`config.mk`:
```
export PLATFORM = sky130hd
export DESIGN_NAME = multi_ball_engine
export DESIGN_NICKNAME = d
export VERILOG_FILES = /design/src/rtl/multi_ball_pkg.sv /design/src/rtl/ball_unit.sv /design/src/rtl/multi_ball_engine.sv
export SDC_FILE = /design/constraint.sdc
export NUM_CORES = 1
export LEC_CHECK = 0
export CAP_MARGIN = 20
export CORE_UTILIZATION = 60
export CTS_CLUSTER_DIAMETER = 200
export DETAILED_ROUTE_END_ITERATION = 8
export DONT_BUFFER_PORTS = 1
export MAX_ROUTING_LAYER = met4
export PLACE_DENSITY = 0.76
export SLEW_MARGIN = 20
export SYNTH_ARGS = -nofsm -noshare
export SYNTH_HDL_FRONTEND = slang
export SYNTH_SLANG_ARGS = --single-unit
```
`constraint.sdc`:
```
create_clock -name clk_i -period 4.8 [get_ports clk_i]
set_input_delay 0.72 -clock clk_i [delete_from_list [all_inputs] [get_ports clk_i]]
set_output_delay 0.72 -clock clk_i [all_outputs]
set_load 0.05 [all_outputs]
```
`src/rtl/multi_ball_pkg.sv`:
```
// Shared types and default geometry for the multi-ball engine.
package multi_ball_pkg;

  // Position width used inside the ball state record.
  localparam int POS_W     = 10;
  // Stored speed width: MSB is the sign (1 = negative), the rest is magnitude.
  localparam int SPD_MAX_W = 8;
  localparam int MAG_W     = SPD_MAX_W - 1;

  // Default playfield geometry.
  localparam int DEF_H_RES     = 640;
  localparam int DEF_V_RES     = 480;
  localparam int DEF_BORDER    = 8;
  localparam int DEF_BALL_SIDE = 8;

  // Centre and limit constants derived from the default geometry.
  localparam int DEF_CENTRE_X = DEF_H_RES / 2;
  localparam int DEF_CENTRE_Y = DEF_V_RES / 2;
  localparam int DEF_X_GOAL_HI = DEF_H_RES - DEF_BORDER;
  localparam int DEF_Y_BOUNCE_HI = DEF_V_RES - DEF_BORDER - DEF_BALL_SIDE;

  typedef enum logic [2:0] {
    ST_IDLE  = 3'd0,
    ST_SERVE = 3'd1,
    ST_PLAY  = 3'd2,
    ST_PAUSE = 3'd3,
    ST_OVER  = 3'd4
  } engine_state_e;

  typedef struct packed {
    logic [POS_W-1:0]     x;
    logic [POS_W-1:0]     y;
    logic [SPD_MAX_W-1:0] vx;
    logic [SPD_MAX_W-1:0] vy;
    logic                 act;
  } ball_t;

  // Advance a coordinate by a sign-magnitude speed.
  function automatic logic [POS_W-1:0] step_pos(input logic [POS_W-1:0] pos,
                                                input logic [SPD_MAX_W-1:0] v);
    logic [POS_W-1:0] mag;
    mag = POS_W'(v[MAG_W-1:0]);
    return v[SPD_MAX_W-1] ? (pos - mag) : (pos + mag);
  endfunction

endpackage

```
`src/rtl/ball_unit.sv`:
```
// One ball: position, speed, pending paddle hits and goal detection.
// Optional feature macro: BALL_SPEEDUP_EN (each consumed hit speeds x up by 1).
module ball_unit
  import multi_ball_pkg::*;
#(
  parameter int IDX       = 0,
  parameter int N_BALLS   = 2,
  parameter int SPEED_W   = 4,
  parameter int H_RES     = DEF_H_RES,
  parameter int V_RES     = DEF_V_RES,
  parameter int BORDER    = DEF_BORDER,
  parameter int BALL_SIDE = DEF_BALL_SIDE
) (
  input  logic       clk_i,
  input  logic       rst_ni,
  input  logic       serve_i,
  input  logic       launch_i,
  input  logic       step_i,
  input  logic [7:0] rnd_i,
  input  logic       p_hit_i,
  input  logic       e_hit_i,
  output ball_t      ball_o,
  output logic       p_goal_o,
  output logic       e_goal_o
);

`ifdef BALL_SPEEDUP_EN
  localparam bit SPEEDUP = 1'b1;
`else
  localparam bit SPEEDUP = 1'b0;
`endif

  localparam logic [POS_W-1:0] CX      = POS_W'(H_RES / 2);
  localparam logic [POS_W-1:0] CY      = POS_W'(V_RES / 2);
  localparam logic [POS_W-1:0] SERVE_Y = POS_W'((IDX + 1) * V_RES / (N_BALLS + 1));
  localparam logic [POS_W-1:0] X_LO    = POS_W'(BORDER);
  localparam logic [POS_W-1:0] X_HI    = POS_W'(H_RES - BORDER);
  localparam logic [POS_W-1:0] Y_LO    = POS_W'(BORDER);
  // y + BALL_SIDE > V_RES - BORDER rewritten so nothing can overflow
  localparam logic [POS_W-1:0] Y_HI    = POS_W'(V_RES - BORDER - BALL_SIDE);
  localparam logic [MAG_W-1:0] MAG_MAX = MAG_W'((1 << (SPEED_W - 1)) - 1);
  localparam logic [MAG_W-1:0] MAG_X0  = MAG_W'(2);
  localparam logic [MAG_W-1:0] MAG_Y0  = MAG_W'(1);
  localparam int               RX      = IDX % 8;
  localparam int               RY      = (IDX + 4) % 8;
  localparam logic             IDX_LSB = 1'(IDX % 2);

  ball_t ball_reg, ball_next, serve_ball;
  logic  p_pend_reg, e_pend_reg;
  logic  hit_p, hit_e, p_goal, e_goal;
  logic  unused_rnd;

  assign unused_rnd = ^rnd_i;

  // Serve placement and launch direction for this ball.
  always_comb begin
    serve_ball     = '0;
    serve_ball.x   = CX;
    serve_ball.y   = SERVE_Y;
    serve_ball.vx  = {rnd_i[RX] ^ IDX_LSB, MAG_X0};
    serve_ball.vy  = {rnd_i[RY], MAG_Y0};
    serve_ball.act = 1'b0;
  end

  // Per-frame update: goal check first, then hit/border steering, then move.
  always_comb begin
    hit_p     = p_pend_reg | p_hit_i;
    hit_e     = e_pend_reg | e_hit_i;
    p_goal    = ball_reg.act && (ball_reg.x < X_LO);
    e_goal    = ball_reg.act && (ball_reg.x > X_HI);
    ball_next = ball_reg;
    if (p_goal || e_goal) begin
      ball_next.x   = CX;
      ball_next.y   = CY;
      ball_next.act = 1'b0;
    end else begin
      // player hit wins over an enemy hit in the same frame
      if (hit_p) begin
        ball_next.vx[SPD_MAX_W-1] = 1'b1;
      end else if (hit_e) begin
        ball_next.vx[SPD_MAX_W-1] = 1'b0;
      end
      if (SPEEDUP && (hit_p || hit_e) && (ball_reg.vx[MAG_W-1:0] < MAG_MAX)) begin
        ball_next.vx[MAG_W-1:0] = ball_reg.vx[MAG_W-1:0] + MAG_W'(1);
      end
      if (ball_reg.y < Y_LO) begin
        ball_next.vy[SPD_MAX_W-1] = 1'b0;
      end else if (ball_reg.y > Y_HI) begin
        ball_next.vy[SPD_MAX_W-1] = 1'b1;
      end
      ball_next.x = step_pos(ball_reg.x, ball_next.vx);
      ball_next.y = step_pos(ball_reg.y, ball_next.vy);
    end
  end

  // Hit pulses are remembered until the next playing frame consumes them.
  always_ff @(posedge clk_i or negedge rst_ni) begin
    if (!rst_ni) begin
      p_pend_reg <= 1'b0;
      e_pend_reg <= 1'b0;
    end else if (step_i) begin
      p_pend_reg <= 1'b0;
      e_pend_reg <= 1'b0;
    end else begin
      p_pend_reg <= p_pend_reg | p_hit_i;
      e_pend_reg <= e_pend_reg | e_hit_i;
    end
  end

  // Ball state: serve placement, launch, or one frame of motion.
  always_ff @(posedge clk_i or negedge rst_ni) begin
    if (!rst_ni) begin
      ball_reg.x   <= CX;
      ball_reg.y   <= CY;
      ball_reg.vx  <= '0;
      ball_reg.vy  <= '0;
      ball_reg.act <= 1'b0;
    end else if (serve_i) begin
      ball_reg <= serve_ball;
    end else if (launch_i) begin
      ball_reg.act <= 1'b1;
    end else if (step_i && ball_reg.act) begin
      ball_reg <= ball_next;
    end
  end

  assign ball_o   = ball_reg;
  assign p_goal_o = step_i & p_goal;
  assign e_goal_o = step_i & e_goal;

endmodule

```
`src/rtl/multi_ball_engine.sv`:
```
// Multi-ball pong engine: game FSM, serve timer, scoring and per-ball units.
// Optional feature macro: BALL_SPEEDUP_EN (handled inside ball_unit).
module multi_ball_engine
  import multi_ball_pkg::*;
#(
  parameter int N_BALLS      = 2,
  parameter int SPEED_W      = 4,
  parameter int SCORE_W      = 4,
  parameter int WIN_SCORE    = 11,
  parameter int SERVE_FRAMES = 60,
  parameter int H_RES        = DEF_H_RES,
  parameter int V_RES        = DEF_V_RES,
  parameter int BORDER       = DEF_BORDER,
  parameter int BALL_SIDE    = DEF_BALL_SIDE,
  parameter int X_W          = 10,
  parameter int Y_W          = 10
) (
  input  logic                   clk_i,
  input  logic                   rst_ni,
  input  logic                   new_frame_i,
  input  logic                   start_i,
  input  logic                   pause_i,
  input  logic [7:0]             rnd_i,
  input  logic [N_BALLS-1:0]     p_hit_i,
  input  logic [N_BALLS-1:0]     e_hit_i,
  output logic [N_BALLS*X_W-1:0] ball_x_o,
  output logic [N_BALLS*Y_W-1:0] ball_y_o,
  output logic [N_BALLS-1:0]     ball_act_o,
  output logic [SCORE_W-1:0]     p_score_o,
  output logic [SCORE_W-1:0]     e_score_o,
  output logic [2:0]             state_o,
  output logic [1:0]             winner_o
);

  localparam int                 CNT_W    = $clog2(SERVE_FRAMES + 1);
  localparam logic [CNT_W-1:0]   CNT_LAST = CNT_W'(SERVE_FRAMES - 1);
  localparam logic [SCORE_W-1:0] WIN      = SCORE_W'(WIN_SCORE);

  engine_state_e        state_reg;
  logic [CNT_W-1:0]     serve_cnt_reg;
  logic [SCORE_W-1:0]   p_score_reg, e_score_reg, p_score_next, e_score_next;
  logic [1:0]           winner_reg;
  logic [N_BALLS-1:0]   p_goal, e_goal, act_left, unused_speed;
  logic                 step, launch, serve_load, rally_end, win;
  int                   p_goals, e_goals, p_sum, e_sum;
  ball_t                ball [N_BALLS];

  assign step   = new_frame_i && (state_reg == ST_PLAY) && !pause_i;
  assign launch = new_frame_i && (state_reg == ST_SERVE) && (serve_cnt_reg == CNT_LAST);

  // Count this frame's goals, saturate scores and detect the end of a rally.
  always_comb begin
    p_goals = 0;
    e_goals = 0;
    for (int i = 0; i < N_BALLS; i++) begin
      p_goals += int'(p_goal[i]);
      e_goals += int'(e_goal[i]);
    end
    p_sum        = int'(p_score_reg) + p_goals;
    e_sum        = int'(e_score_reg) + e_goals;
    p_score_next = (p_sum >= WIN_SCORE) ? WIN : SCORE_W'(p_sum);
    e_score_next = (e_sum >= WIN_SCORE) ? WIN : SCORE_W'(e_sum);
    act_left     = ball_act_o & ~(p_goal | e_goal);
    rally_end    = step && (|ball_act_o) && (act_left == '0);
    win          = (p_score_next == WIN) || (e_score_next == WIN);
    serve_load   = (start_i && ((state_reg == ST_IDLE) || (state_reg == ST_OVER))) ||
                   (rally_end && !win);
  end

  // Game FSM with serve timer, scores and winner.
  always_ff @(posedge clk_i or negedge rst_ni) begin
    if (!rst_ni) begin
      state_reg     <= ST_IDLE;
      serve_cnt_reg <= '0;
      p_score_reg   <= '0;
      e_score_reg   <= '0;
      winner_reg    <= 2'b00;
    end else begin
      case (state_reg)
        ST_IDLE: begin
          if (start_i) begin
            state_reg     <= ST_SERVE;
            serve_cnt_reg <= '0;
          end
        end
        ST_SERVE: begin
          if (launch) begin
            state_reg     <= ST_PLAY;
            serve_cnt_reg <= '0;
          end else if (new_frame_i) begin
            serve_cnt_reg <= serve_cnt_reg + CNT_W'(1);
          end
        end
        ST_PLAY: begin
          if (pause_i) begin
            state_reg <= ST_PAUSE;
          end else if (step) begin
            p_score_reg <= p_score_next;
            e_score_reg <= e_score_next;
            if (rally_end) begin
              if (win) begin
                state_reg  <= ST_OVER;
                winner_reg <= (p_score_next == WIN) ? 2'b01 : 2'b10;
              end else begin
                state_reg     <= ST_SERVE;
                serve_cnt_reg <= '0;
              end
            end
          end
        end
        ST_PAUSE: begin
          if (!pause_i) begin
            state_reg <= ST_PLAY;
          end
        end
        ST_OVER: begin
          if (start_i) begin
            state_reg     <= ST_SERVE;
            serve_cnt_reg <= '0;
            p_score_reg   <= '0;
            e_score_reg   <= '0;
            winner_reg    <= 2'b00;
          end
        end
        default: state_reg <= ST_IDLE;
      endcase
    end
  end

  for (genvar gi = 0; gi < N_BALLS; gi++) begin : g_ball
    ball_unit #(
      .IDX       (gi),
      .N_BALLS   (N_BALLS),
      .SPEED_W   (SPEED_W),
      .H_RES     (H_RES),
      .V_RES     (V_RES),
      .BORDER    (BORDER),
      .BALL_SIDE (BALL_SIDE)
    ) u_ball (
      .clk_i    (clk_i),
      .rst_ni   (rst_ni),
      .serve_i  (serve_load),
      .launch_i (launch),
      .step_i   (step),
      .rnd_i    (rnd_i),
      .p_hit_i  (p_hit_i[gi]),
      .e_hit_i  (e_hit_i[gi]),
      .ball_o   (ball[gi]),
      .p_goal_o (p_goal[gi]),
      .e_goal_o (e_goal[gi])
    );
    assign ball_x_o[gi*X_W +: X_W] = X_W'(ball[gi].x);
    assign ball_y_o[gi*Y_W +: Y_W] = Y_W'(ball[gi].y);
    assign ball_act_o[gi]          = ball[gi].act;
    assign unused_speed[gi]        = ^{ball[gi].vx, ball[gi].vy};
  end

  assign p_score_o = p_score_reg;
  assign e_score_o = e_score_reg;
  assign state_o   = state_reg;
  assign winner_o  = winner_reg;

endmodule
```
==> results.md, run 1 <==
* Outcome: complete, no violations
* Ys async rst share at 100%
* # diodes at 0
* Sequential share of power at approximately 43%
* Total CTS buffers at 9
* Worst Setup SP: state_o[1]
* Final Setup Violations at 0
* Hold-fix buffers, CTS at 0
* Tmin final at approximately 4.2 ns
* Worst Setup Start Kind: flop
* Top_reg_cell synth: dfrtp_1
* Tot Pwr at around 1800 µW
* DIE WIDTH at between 90 and 100 µm
* Critical path class: flop to flop
* Net Sw Frac at 36.3%
* PortBufs at 0
* Max FO, Critical Path at 12
* Slew margin rel. at between 40% and 50%
* CTS sink cnt at 70
* Mux contribution to synthesized area at 1.20%
* Routability cong. at 0.893
* Crit path cell chain: buf_4, nor3b_1, nand3b_1, nor2_2, and3_1, fa_1, ha_1, nand2b_1, mux2i_1, o22ai_1, o31ai_4, nor2_1, a211o_1
* Endpoint class of the critical path: flop
* Final Slew Violations at 0
* Post-place instance area at between 4000 and 5000 µm²
* Cell area power density at ~350 nW/µm²
* Number of synthesized flops with an enable pin at 0
* Largest net degree at the start of global routing at about 70
* Synth Instances at 588
* Critical Path RT at approximately 5.0 ns
* Area of the multi-input gates at just under 3000 µm²
* Top-area cell type share of the netlist area at roughly 28%
* Peak Freq at between 200 and 250 MHz
* Post-CTS sizing at 0
* Synth Area per Inst at roughly 8.7 µm²
* CP max-delay cell: o31ai_4
* Root Driver: clkbuf_8
* Critical path arrival at 4.44 ns
* Initial antenna violation count at 0
* Die ar. at around 9000 µm²
* Height of the die at between 90 and 100 µm
* Total grt overflow at 0
* CP peak stage delay at 0.50 ns
* # Post-CTS Setup Buffers at 0
* Combinational share of power at between 30% and 40%
* Drt pass-1 iters at 4
* Synth Area in Compound Gates at approximately 17%
* Pleak at 0.00226 µW
* NetSw at approximately 660 µW
* Final Cell Area at between 5000 and 6000 µm²
* Number of remaining DRC errors at 0
* Yosys reg bits at 70
* CTS tree: done
* Post-DRT Antenna Nets at 0
* Leading cell types by total area after synthesis: dfrtp_1 (28%), ha_1 (9.1%), buf_4 (6.3%), dfstp_2 (6.2%), o21ai_0 (5.3%)
* Vias in the first global route at 3982
* Worst-Skew Late Latency at ~0.35 ns
* Setup TNS at 0 ns
* Adder-cell area share of the yosys netlist at 11.4%
* Largest register FFs at 47
* Final Cycle Share at between 80% and 90%
* Clock Skew at roughly 0.0068 ns
* Core area at 8220 µm²
* Reg-to-reg startpoint: state_o[1]
* Synth Cell Area at between 5000 and 6000 µm²
* Dominant cell type by area after synthesis: dfrtp_1
* Reg clk slew, reported paths at ~0.07 ns
* Register area at ~1800 µm²
* Initial core utilization at between 60% and 70%
* DR vias/cell at slightly above 6
* Ports at 72
* Max VDD drop at 0.212 mV
* CP delay by family, top: simple AND/OR/NAND/NOR gates
* Synth Area in XOR/XNOR at ~5.3%
* DR WL/cell at around 17 µm
* RSZ-0062 raised after global routing: false
* Initial drt markers at 185
* Critical path buffers and inverters at 1
* Max-cap violations at 0
* Nets at a little over 600
* P_int at 1150 µW
* DRT Wirelength at about 11000 µm
* Clk pwr share at approximately 25%
* Number of H-tree levels at 3
* Yosys cell types at between 60 and 70
* Total number of vias at approximately 4k
* Yosys Warn Count at 0
* Simple-gate share of the synthesized area at between 20 and 25%
* Worst-Margin Slew at 0.844 ns
* First-pass GRT wire length at 18700 µm
* Buffer depth of the longest clock path at 2
* Final hold violation count at 0
* Largest family of logic cells by synthesized area: simple AND/OR/NAND/NOR gates
* Placed wire-length estimate at approximately 8500 µm
* Area growth syn-to-layout at 0.711%
* Register area share after synthesis at approximately 35%
* Worst min-delay path class: primary input to async pin
* Layout fillers at ~690
* Row count at 33
* GRT Overall Usage at 28.2%
* Layout cells sized above 1 at 9.25%
==> area by class of cell <==
| class | count | area share (%) |
|---|---|---|
| tap | 105 | 2.56 |
| multi-input combinational | 444 | 56.2 |
| sequential | 70 | 34.4 |
| clock buffer | 16 | 3.70 |
| timing repair buffer | 12 | 1.75 |
| inverter | 20 | 1.46 |
==> cell usage after synthesis, types with 3 or more instances <==
master,number
or2_2,5
ha_1,37
a21oi_1,25
inv_1,20
a21o_1,5
nor3_1,16
nor2_1,56
o211ai_1,9
and2_1,4
mux2i_1,5
or4_1,5
nand4_1,3
and3_1,4
a211oi_1,3
nor3b_1,4
buf_4,43
nand2b_1,10
buf_2,3
fa_1,6
dfstp_2,12
clkbuf_1,8
xor2_1,8
and3b_1,4
a31oi_1,5
nor2b_1,7
o21ai_0,54
a2bb2oi_1,4
o22ai_1,11
nand2_1,64
nand3_1,25
o2111ai_1,3
xnor2_1,23
or3_1,3
dfrtp_1,58
==> cells in the final DEF (no fill, tap or decap), drive strengths merged, types with 6 or more instances in the layout <==
cell / n
o211ai: 9
o21ai: 55
nand2: 65
ha: 37
dfstp: 12
or2: 6
clkbuf: 16
xor2: 8
dfrtp: 58
a31oi: 6
buf: 12
nor2: 57
o22ai: 11
nand2b: 10
inv: 20
nor3: 16
xnor2: 23
nor2b: 7
nand3: 25
fa: 6
a21oi: 25
==> worst paths after layout <==
path	to	slack (ns)	cells past startpoint
min in group clk_i	g_ball[1].u_ball.ball_o[16]	0.46	1
worst max-delay path	g_ball[1].u_ball.ball_o[26]	0.60	13
max in group asynchronous	g_ball[0].u_ball.ball_o[22]	4.51	0
worst max register to register	g_ball[1].u_ball.ball_o[26]	0.60	13
worst min-delay path	serve_cnt_reg[0]	0.06	0
worst min register to register	g_ball[0].u_ball.e_pend_reg	0.49	2
==> layer usage <==
metal  track usage [%]  wire [µm]  share of wire, %
met1              32.8       4930                44
met2              46.9       5580                49
met3              7.12        603               5.3
met4              10.1        222               2.0
met5                 -          0                 0
==> power by group through the flow <==
stage / Sequential, µW / Clock [µW] / Combinational (µW)
5_1_grt: 783 / 501 / 655
3_3_place_gp: 781 / 0 / 551
2_1_floorplan: 713 / 0 / 559
3_5_place_dp: 784 / 0 / 579
6_report: 773 / 457 / 582
4_1_cts: 773 / 469 / 581
==> per-stage QoR <==
step / hold slack, ns / instances / utilization, % / setup slack, ns
finish: 0.0635 / 667 / 62.6 / 0.599
global route: 0.0417 / 667 / 62.6 / 0.205
CTS: 0.0434 / 667 / 62.6 / 0.612
detailed placement: 0.427 / 651 / 60.3 / 0.635
global placement: 0.427 / 651 / 60.3 / 0.622
floorplan: 0.424 / 589 / - / 0.919
==> logic make-up after synthesis <==
group                      Yosys count
and+or+nand+nor                    224
AOI/OAI and AO/OA                  138
buffers and inverters               75
DFF                                 70
adders and majority gates           43
xor gates and xnor gates            31
muxes                                6
other                                1
Power figures use the tool's default switching activity.
==> inputs of run 2 (changes only) <==
--- a/config.mk
+++ b/config.mk
@@ -5,6 +5,7 @@
 export SDC_FILE = /design/constraint.sdc
 export NUM_CORES = 1
 export LEC_CHECK = 0
+export ABC_AREA = 1
 export CAP_MARGIN = 20
 export CORE_UTILIZATION = 60
 export CTS_CLUSTER_DIAMETER = 200
@@ -12,7 +13,6 @@
 export DONT_BUFFER_PORTS = 1
 export MAX_ROUTING_LAYER = met4
 export PLACE_DENSITY = 0.76
-export SLEW_MARGIN = 20
 export SYNTH_ARGS = -nofsm -noshare
 export SYNTH_HDL_FRONTEND = slang
 export SYNTH_SLANG_ARGS = --single-unit
==> run 2 against run 1 <==
Clock skew rose by 0.00078 ns; cell area rose by 11%; final cell count rose by 30%; fmax rose by 5.7%; largest power group is now combinational cells.
==> results.md, run 2 <==
* Yosys Warn Count at 0 (unchanged)
* Cell area power density at 520 nW/µm² (was 353 nW/µm²)
* Endpoint class of the critical path: flop (unchanged)
* Clock Skew at 0.00756 ns (was 0.00679 ns)
* Buffer depth of the longest clock path at 2 (unchanged)
* Number of synthesized flops with an enable pin at 0 (unchanged)
* Setup TNS at 0 ns (unchanged)
* DIE WIDTH at 98.9 µm (was 94.2 µm)
* Initial antenna violation count at 1 (was 0)
* Reg clk slew, reported paths at 0.08 ns (was 0.07 ns)
* Layout fillers at 849 (was 694)
* Crit path cell chain: nor2_4, nand4_4, inv_2, nand3_1, inv_1, fa_1, ha_1, inv_1, nand2_1, o21ai_1, nor2_1, nor2_2, nand4_4, nand2_1, nand2_1, nand3_1 (was buf_4, nor3b_1, nand3b_1, nor2_2, and3_1, fa_1, ha_1, nand2b_1, mux2i_1, o22ai_1, o31ai_4, nor2_1, a211o_1)
* CTS tree: done (unchanged)
* DR WL/cell at 15.1 µm (was 17.0 µm)
* CP peak stage delay at 0.72 ns (was 0.50 ns)
* CP max-delay cell: dfrtp_1 (was o31ai_4)
* Layout cells sized above 1 at 8.38% (was 9.25%)
* Post-CTS sizing at 0 (unchanged)
* Commonest non-fill, non-tap cell in the layout: nand2_1 (unchanged)
* Critical Path RT at 5.08 ns (was 5.04 ns)
* Commonest non-fill, non-tap cells in the layout: nand2_1 (174), inv_1 (103), nand3_1 (66), nor2_1 (62), dfrtp_1 (58) (was nand2_1 (64), dfrtp_1 (58), nor2_1 (56), o21ai_0 (54), ha_1 (37))
* Final Cell Area at 5680 µm² (was 5140 µm²)
* Pleak at 0.00291 µW (was 0.00226 µW)
* Count leader, synth: nand2_1 (unchanged)
* RR Endpoint: g_ball[0].u_ball.ball_o[16] (was g_ball[1].u_ball.ball_o[26])
* Reg-to-reg startpoint: state_o[2] (was state_o[1])
* GRT Overall Usage at 29.6% (was 28.2%)
* Core area at 9150 µm² (was 8220 µm²)
* Number of remaining DRC errors at 0 (unchanged)
* Slew margin rel. at 50.7% (was 43.5%)
* Total number of vias at 4985 (was 4052)
* Synth top cells by count: nand2_1 (174), inv_1 (103), nand3_1 (66) (was nand2_1 (64), dfrtp_1 (58), nor2_1 (56))
* Reg2reg setup slack at 0.83 ns (was 0.60 ns)
* Routability cong. at 0.905 (was 0.893)
* Pre-CTS setup slack at 0.856 ns (was 0.635 ns)
* Number of H-tree levels at 3 (unchanged)
* Root Driver: clkbuf_8 (unchanged)
* CTS sink cnt at 70 (unchanged)
* Tmin final at 3.97 ns (was 4.20 ns)
* Vias in the first global route at 4913 (was 3982)
* Synth Instances at 784 (was 588)
* Nets at 807 (was 617)
* Area growth syn-to-layout at 0.777% (was 0.711%)
* Worst setup margin at 0.826 ns (was 0.599 ns)
* Register area share after synthesis at 31.3% (was 34.6%)
* Layout Utilization at 62.1% (was 62.6%)
* Post-place instance area at 5440 µm² (was 4950 µm²)
* DR vias/cell at 5.77 (was 6.07)
* Row count at 35 (was 33)
* Outcome: complete, no violations (unchanged)
* Top_reg_cell synth: dfrtp_1 (unchanged)
* Dominant cell type by area after synthesis: dfrtp_1 (unchanged)
* Yosys cell types at 41 (was 62)
* Final Setup Violations at 0 (unchanged)
* Final Slew Violations at 0 (unchanged)
* Die ar. at 9790 µm² (was 8880 µm²)
* # Post-CTS Setup Buffers at 0 (unchanged)
* Worst Setup Start Kind: flop (unchanged)
* Final Cycle Share at 82.8% (was 87.5%)
* Largest net degree at the start of global routing at 71 (unchanged)
* Synth Cell Area at 5640 µm² (was 5100 µm²)
* Depth of the most critical reg-to-reg path at 16 (was 13)
* Top-area cell type share of the netlist area at 25.7% (was 28.4%)
* Setup crit end: g_ball[0].u_ball.ball_o[16] (was g_ball[1].u_ball.ball_o[26])
* Worst Setup SP: state_o[2] (was state_o[1])
* PortBufs at 0 (unchanged)
* Largest register FFs at 47 (unchanged)
* Synth Area per Inst at 7.19 µm² (was 8.68 µm²)
* Critical path arrival at 4.26 ns (was 4.44 ns)
* Leading cell types by total area after synthesis: dfrtp_1 (26%), nand2_1 (12%), ha_1 (8.2%), inv_1 (6.9%), buf_4 (6.0%) (was dfrtp_1 (28%), ha_1 (9.1%), buf_4 (6.3%), dfstp_2 (6.2%), o21ai_0 (5.3%))
* Worst min-delay path class: primary input to async pin (unchanged)
* Drt pass-1 iters at 5 (was 4)
* Initial drt markers at 291 (was 185)
* Max FO, Critical Path at 20 (was 12)
* Worst-Skew Late Latency at 0.35 ns (about the same)
* Worst-Margin Slew at 0.738 ns (was 0.844 ns)
* First-pass GRT wire length at 22500 µm (was 18700 µm)
* Final hold violation count at 0 (unchanged)
* Initial core utilization at 61.6% (was 62.1%)
* RSZ-0062 raised after global routing: false (unchanged)
* Total grt overflow at 0 (unchanged)
* Placed wire-length estimate at 9800 µm (was 8470 µm)
* Height of the die at 98.9 µm (was 94.2 µm)
* Yosys reg bits at 70 (unchanged)
* Max VDD drop at 0.383 mV (was 0.212 mV)
* Ys async rst share at 100% (unchanged)
* Ports at 72 (unchanged)
* Hold-fix buffers, CTS at 0 (unchanged)
* Max-cap violations at 0 (unchanged)
* DRT Wirelength at 13000 µm (was 11300 µm)
* Critical path class: flop to flop (unchanged)
* CP dominant cell by count: nand2_1
* Total CTS buffers at 9 (unchanged)
* Post-DRT Antenna Nets at 0 (unchanged)
* Peak Freq at 252 MHz (was 238 MHz)
-- run 2: changes by cell type in the layout (fill, tap and decap cells not counted), moves of 10 or more --
cell	previous run	this run
nand3_1	25	66
nand2_1	64	174
or2_2	5	16
o21bai_1	1	13
o21ai_1	1	23
inv_1	20	103
nand4_1	3	31
nand2b_1	10	0
a21oi_1	25	39
o21ai_0	54	27
xnor2_1	23	5
-- run 2: cell families (layout without fill, tap and decap cells) --
family	Yosys count	after routing	share of synthesized area [%]
compound gates	123	123	12.3
xor+xnor	15	15	2.33
fa+ha+maj	43	43	10.3
buf+inv	161	128	13.8
flops	70	70	31.3
other cells	1	3	0.0665
simple gates	371	371	29.8
-- run 2: cell type report --
class	count	area, µm²	area share (%)
clock buffers	9	124	2.18
diodes	1	2.50	0.0440
inverters	109	409	7.20
repair buffers	3	22.5	0.396
multi-input cells	554	3100	54.5
flip-flops and latches	70	1770	31.1
clock inverters	7	121	2.14
well taps	111	139	2.44
-- run 2: layer usage --
layer / vias up / part of all wire (%) / track usage [%]
li1: 2478 / - / -
met2: 124 / 47 / 48.0
met1: 2366 / 45 / 37.6
met3: 17 / 6.3 / 5.74
met4: 0 / 1.4 / 8.84
met5: - / 0 / -
-- run 2: power by group --
part / leakage (µW) / internal, µW / switching, µW
Sequential: 0.000884 / 725 / 401
Combinational: 0.00190 / 446 / 796
Clock: 0.000124 / 348 / 241
Total: 0.00291 / 1520 / 1440
-- run 2: worst max-delay path: cells and delay by family (launching register included) --
kind            cells  cell delay (ns)
buf+inv             3             0.27
simple gates       10             2.06
fa+ha+maj           2             0.62
compound gates      1             0.23
flops               1             0.72
-- run 2: worst min path at each step --
stage	slack, ns	end
after floorplan	0.42	e_score_o[0]
after global placement	0.43	g_ball[0].u_ball.ball_o[20]
after detailed placement	0.43	g_ball[0].u_ball.ball_o[20]
after CTS	0.04	g_ball[0].u_ball.ball_o[20]
after global routing	0.03	g_ball[0].u_ball.ball_o[20]
final	0.05	g_ball[0].u_ball.ball_o[20]
-- run 2: metrics by stage --
stage / total power [µW] / hold slack [ns] / cells
global route: 3180 / 0.0343 / 864
detailed placement: 2350 / 0.427 / 847
CTS: 2960 / 0.0429 / 863
floorplan: 2140 / 0.424 / 785
finish: 2960 / 0.0520 / 864
global placement: 2330 / 0.427 / 847
==> inputs of run 3 (changes only) <==
==> constraint.sdc (replaced) <==
create_clock -name clk_i -period 3.8 [get_ports clk_i]
set_input_delay 0.57 -clock clk_i [delete_from_list [all_inputs] [get_ports clk_i]]
set_output_delay 0.57 -clock clk_i [all_outputs]
set_load 0.05 [all_outputs]
==> run 3 against run 2 <==
Fmax grew 17%; final cell count up 3.2%; wire length grew 4.9%; clock power up 14%; clock skew barely moved; setup slack got worse by 0.41 ns; non-clock buffer count grew 28; die area unchanged; register-to-register slack worse by 0.41 ns; sequential cell count unchanged; sequential power is 14% higher; critical path type unchanged.
==> results.md, run 3 (synthesis gave the netlist of run 2 again) <==
* Outcome: complete, no violations (unchanged)
* Total grt overflow at 0 (unchanged)
* CP max-delay cell: dfstp_2 (was dfrtp_1)
* Row count at 35 (unchanged)
* Final Slew Violations at 0 (unchanged)
* Final Cycle Share at 89.0% (was 82.8%)
* Post-CTS sizing at 0 (unchanged)
* CTS tree: done (unchanged)
* Routability cong. at 0.898 (was 0.905)
* CTS sink cnt at 70 (unchanged)
* Final hold violation count at 0 (unchanged)
* CP peak stage delay at 0.57 ns (was 0.72 ns)
* Placed wire-length estimate at 10100 µm (was 9800 µm)
* Peak Freq at 296 MHz (was 252 MHz)
* Tmin final at 3.38 ns (was 3.97 ns)
* Initial antenna violation count at 1 (unchanged)
* Initial drt markers at 252 (was 291)
* CP dominant cell by count: nor2_1 (was nand2_1)
* DR WL/cell at 15.3 µm (was 15.1 µm)
* Pleak at 0.00304 µW (was 0.00291 µW)
* Slew margin rel. at 55.1% (was 50.7%)
* Max-cap violations at 0 (unchanged)
* Worst min-delay path class: primary input to async pin (unchanged)
* Buffer depth of the longest clock path at 2 (unchanged)
* Worst Setup Start Kind: flop (unchanged)
* Clock Skew at 0.00744 ns (was 0.00756 ns)
* Largest register FFs at 47 (unchanged)
* Post-DRT Antenna Nets at 0 (unchanged)
* Max VDD drop at 0.496 mV (was 0.383 mV)
* GRT Overall Usage at 30.2% (was 29.6%)
* DIE WIDTH at 98.9 µm (unchanged)
* Reg clk slew, reported paths at 0.08 ns (about the same)
* Final Setup Violations at 0 (unchanged)
* Total number of vias at 5156 (was 4985)
* Core area at 9150 µm² (unchanged)
* Root Driver: clkbuf_8 (unchanged)
* Critical Path RT at 4.01 ns (was 5.08 ns)
* Drt pass-1 iters at 5 (unchanged)
* Vias in the first global route at 4963 (was 4913)
* Area growth syn-to-layout at 4.46% (was 0.777%)
* DR vias/cell at 5.78 (was 5.77)
* Layout cells sized above 1 at 11.7% (was 8.38%)
* RSZ-0062 raised after global routing: false (unchanged)
* Height of the die at 98.9 µm (unchanged)
* Number of H-tree levels at 3 (unchanged)
* Tot Pwr at 3760 µW (was 2960 µW)
* Worst-Margin Slew at 0.673 ns (was 0.738 ns)
* Endpoint class of the critical path: flop (unchanged)
* First-pass GRT wire length at 22800 µm (was 22500 µm)
* Nets at 835 (was 807)
* Max FO, Critical Path at 11 (was 20)
* Critical path arrival at 3.59 ns (was 4.26 ns)
* Layout fillers at 806 (was 849)
* Total CTS buffers at 9 (unchanged)
* Commonest non-fill, non-tap cell in the layout: nand2_1 (unchanged)
* Largest net degree at the start of global routing at 59 (was 71)
* Ports at 72 (unchanged)
* Critical path class: flop to flop (unchanged)
* PortBufs at 0 (unchanged)
* Setup TNS at 0 ns (unchanged)
* Worst-Skew Late Latency at 0.34 ns (was 0.35 ns)
* Commonest non-fill, non-tap cells in the layout: nand2_1 (174), inv_1 (103), nand3_1 (66), nor2_1 (62), dfrtp_1 (58) (unchanged)
* Cell area power density at 638 nW/µm² (was 520 nW/µm²)
* DRT Wirelength at 13600 µm (was 13000 µm)
* Crit path cell chain: nor2_1, and2_1, nand2_1, nor2_1, fa_1, ha_1, inv_1, nand2_1, o21ai_1, nor2_1, nor2_2, nand4_4, nand3_1, o21ai_0 (was nor2_4, nand4_4, inv_2, nand3_1, inv_1, fa_1, ha_1, inv_1, nand2_1, o21ai_1, nor2_1, nor2_2, nand4_4, nand2_1, nand2_1, nand3_1)
* Number of remaining DRC errors at 0 (unchanged)
* Initial core utilization at 61.6% (unchanged)
* Die ar. at 9790 µm² (unchanged)
==> run 3: cell count changes in the layout (fill, tap and decap cells not counted), sizes merged <==
cell	previous run	this run
clkinv	3	2
bufinv	3	2
clkbuf	9	10
buf	3	31
inv	110	109
clkinvlp	0	2
==> run 3: critical path, delay by kind of cell, from the launching register on <==
family / cells / cell delay, ns
AO/OA/AOI/OAI: 2 / 0.41
AND/OR/NAND/NOR: 9 / 1.52
buffers and inverters: 1 / 0.07
flip-flops: 1 / 0.57
adder cells (fa/ha/maj): 2 / 0.67
==> run 3: worst paths after layout <==
path / from / to / slack, ns / cells past startpoint
max in group asynchronous: rst_ni / state_o[2] / 3.45 / 1
worst max register to register: g_ball[0].u_ball.ball_o[33] / g_ball[0].u_ball.ball_o[30] / 0.42 / 14
worst min-delay path: rst_ni / g_ball[0].u_ball.ball_o[22] / 0.06 / 0
min in group clk_i: start_i / state_o[2] / 0.34 / 1
worst min register to register: serve_cnt_reg[3] / serve_cnt_reg[3] / 0.49 / 2
worst max-delay path: g_ball[0].u_ball.ball_o[33] / g_ball[0].u_ball.ball_o[30] / 0.42 / 14
==> run 3: power breakdown <==
part | switching [µW] | internal, µW
sequential | 379 | 913
combinational | 1180 | 613
clock | 289 | 385
==> run 3: area by class of cell <==
cell class | instances | area, µm² | share of cell area (%)
inverter | 109 | 409 | 6.95
sequential | 70 | 1770 | 30.0
clock inverter | 6 | 85.1 | 1.44
tap | 111 | 139 | 2.36
timing repair buffer | 31 | 253 | 4.29
multi-input combinational | 554 | 3100 | 52.6
antenna | 1 | 2.50 | 0.0425
clock buffer | 10 | 138 | 2.34
==> run 3: routing by layer <==
metal,part of all wire [%],track usage (%),vias up
met5,0,-,-
met4,1.9,10.4,0
met3,6.7,5.46,22
met2,48,49.3,172
met1,43,37.8,2436
li1,-,-,2526
==> run 3: timing repair <==
item | 4_1_cts | 5_1_grt
endpoints found under the setup margin | 0 | 0
setup buffers | 0 | 0
hold buffers | 1 | 0
endpoints found under the hold margin | 58 | 0
==> run 3: metrics by stage <==
step	hold WS (ns)	std cells	util, %	setup slack [ns]	area [µm²]
3_3_place_gp	0.277	874	61.6	0.398	5640
6_report	0.0650	892	64.4	0.416	5890
5_1_grt	0.0478	892	64.4	0.128	5890
3_5_place_dp	0.277	874	61.6	0.289	5640
2_1_floorplan	0.274	785	-	0.879	5640
4_1_cts	0.0513	891	64.3	0.438	5890
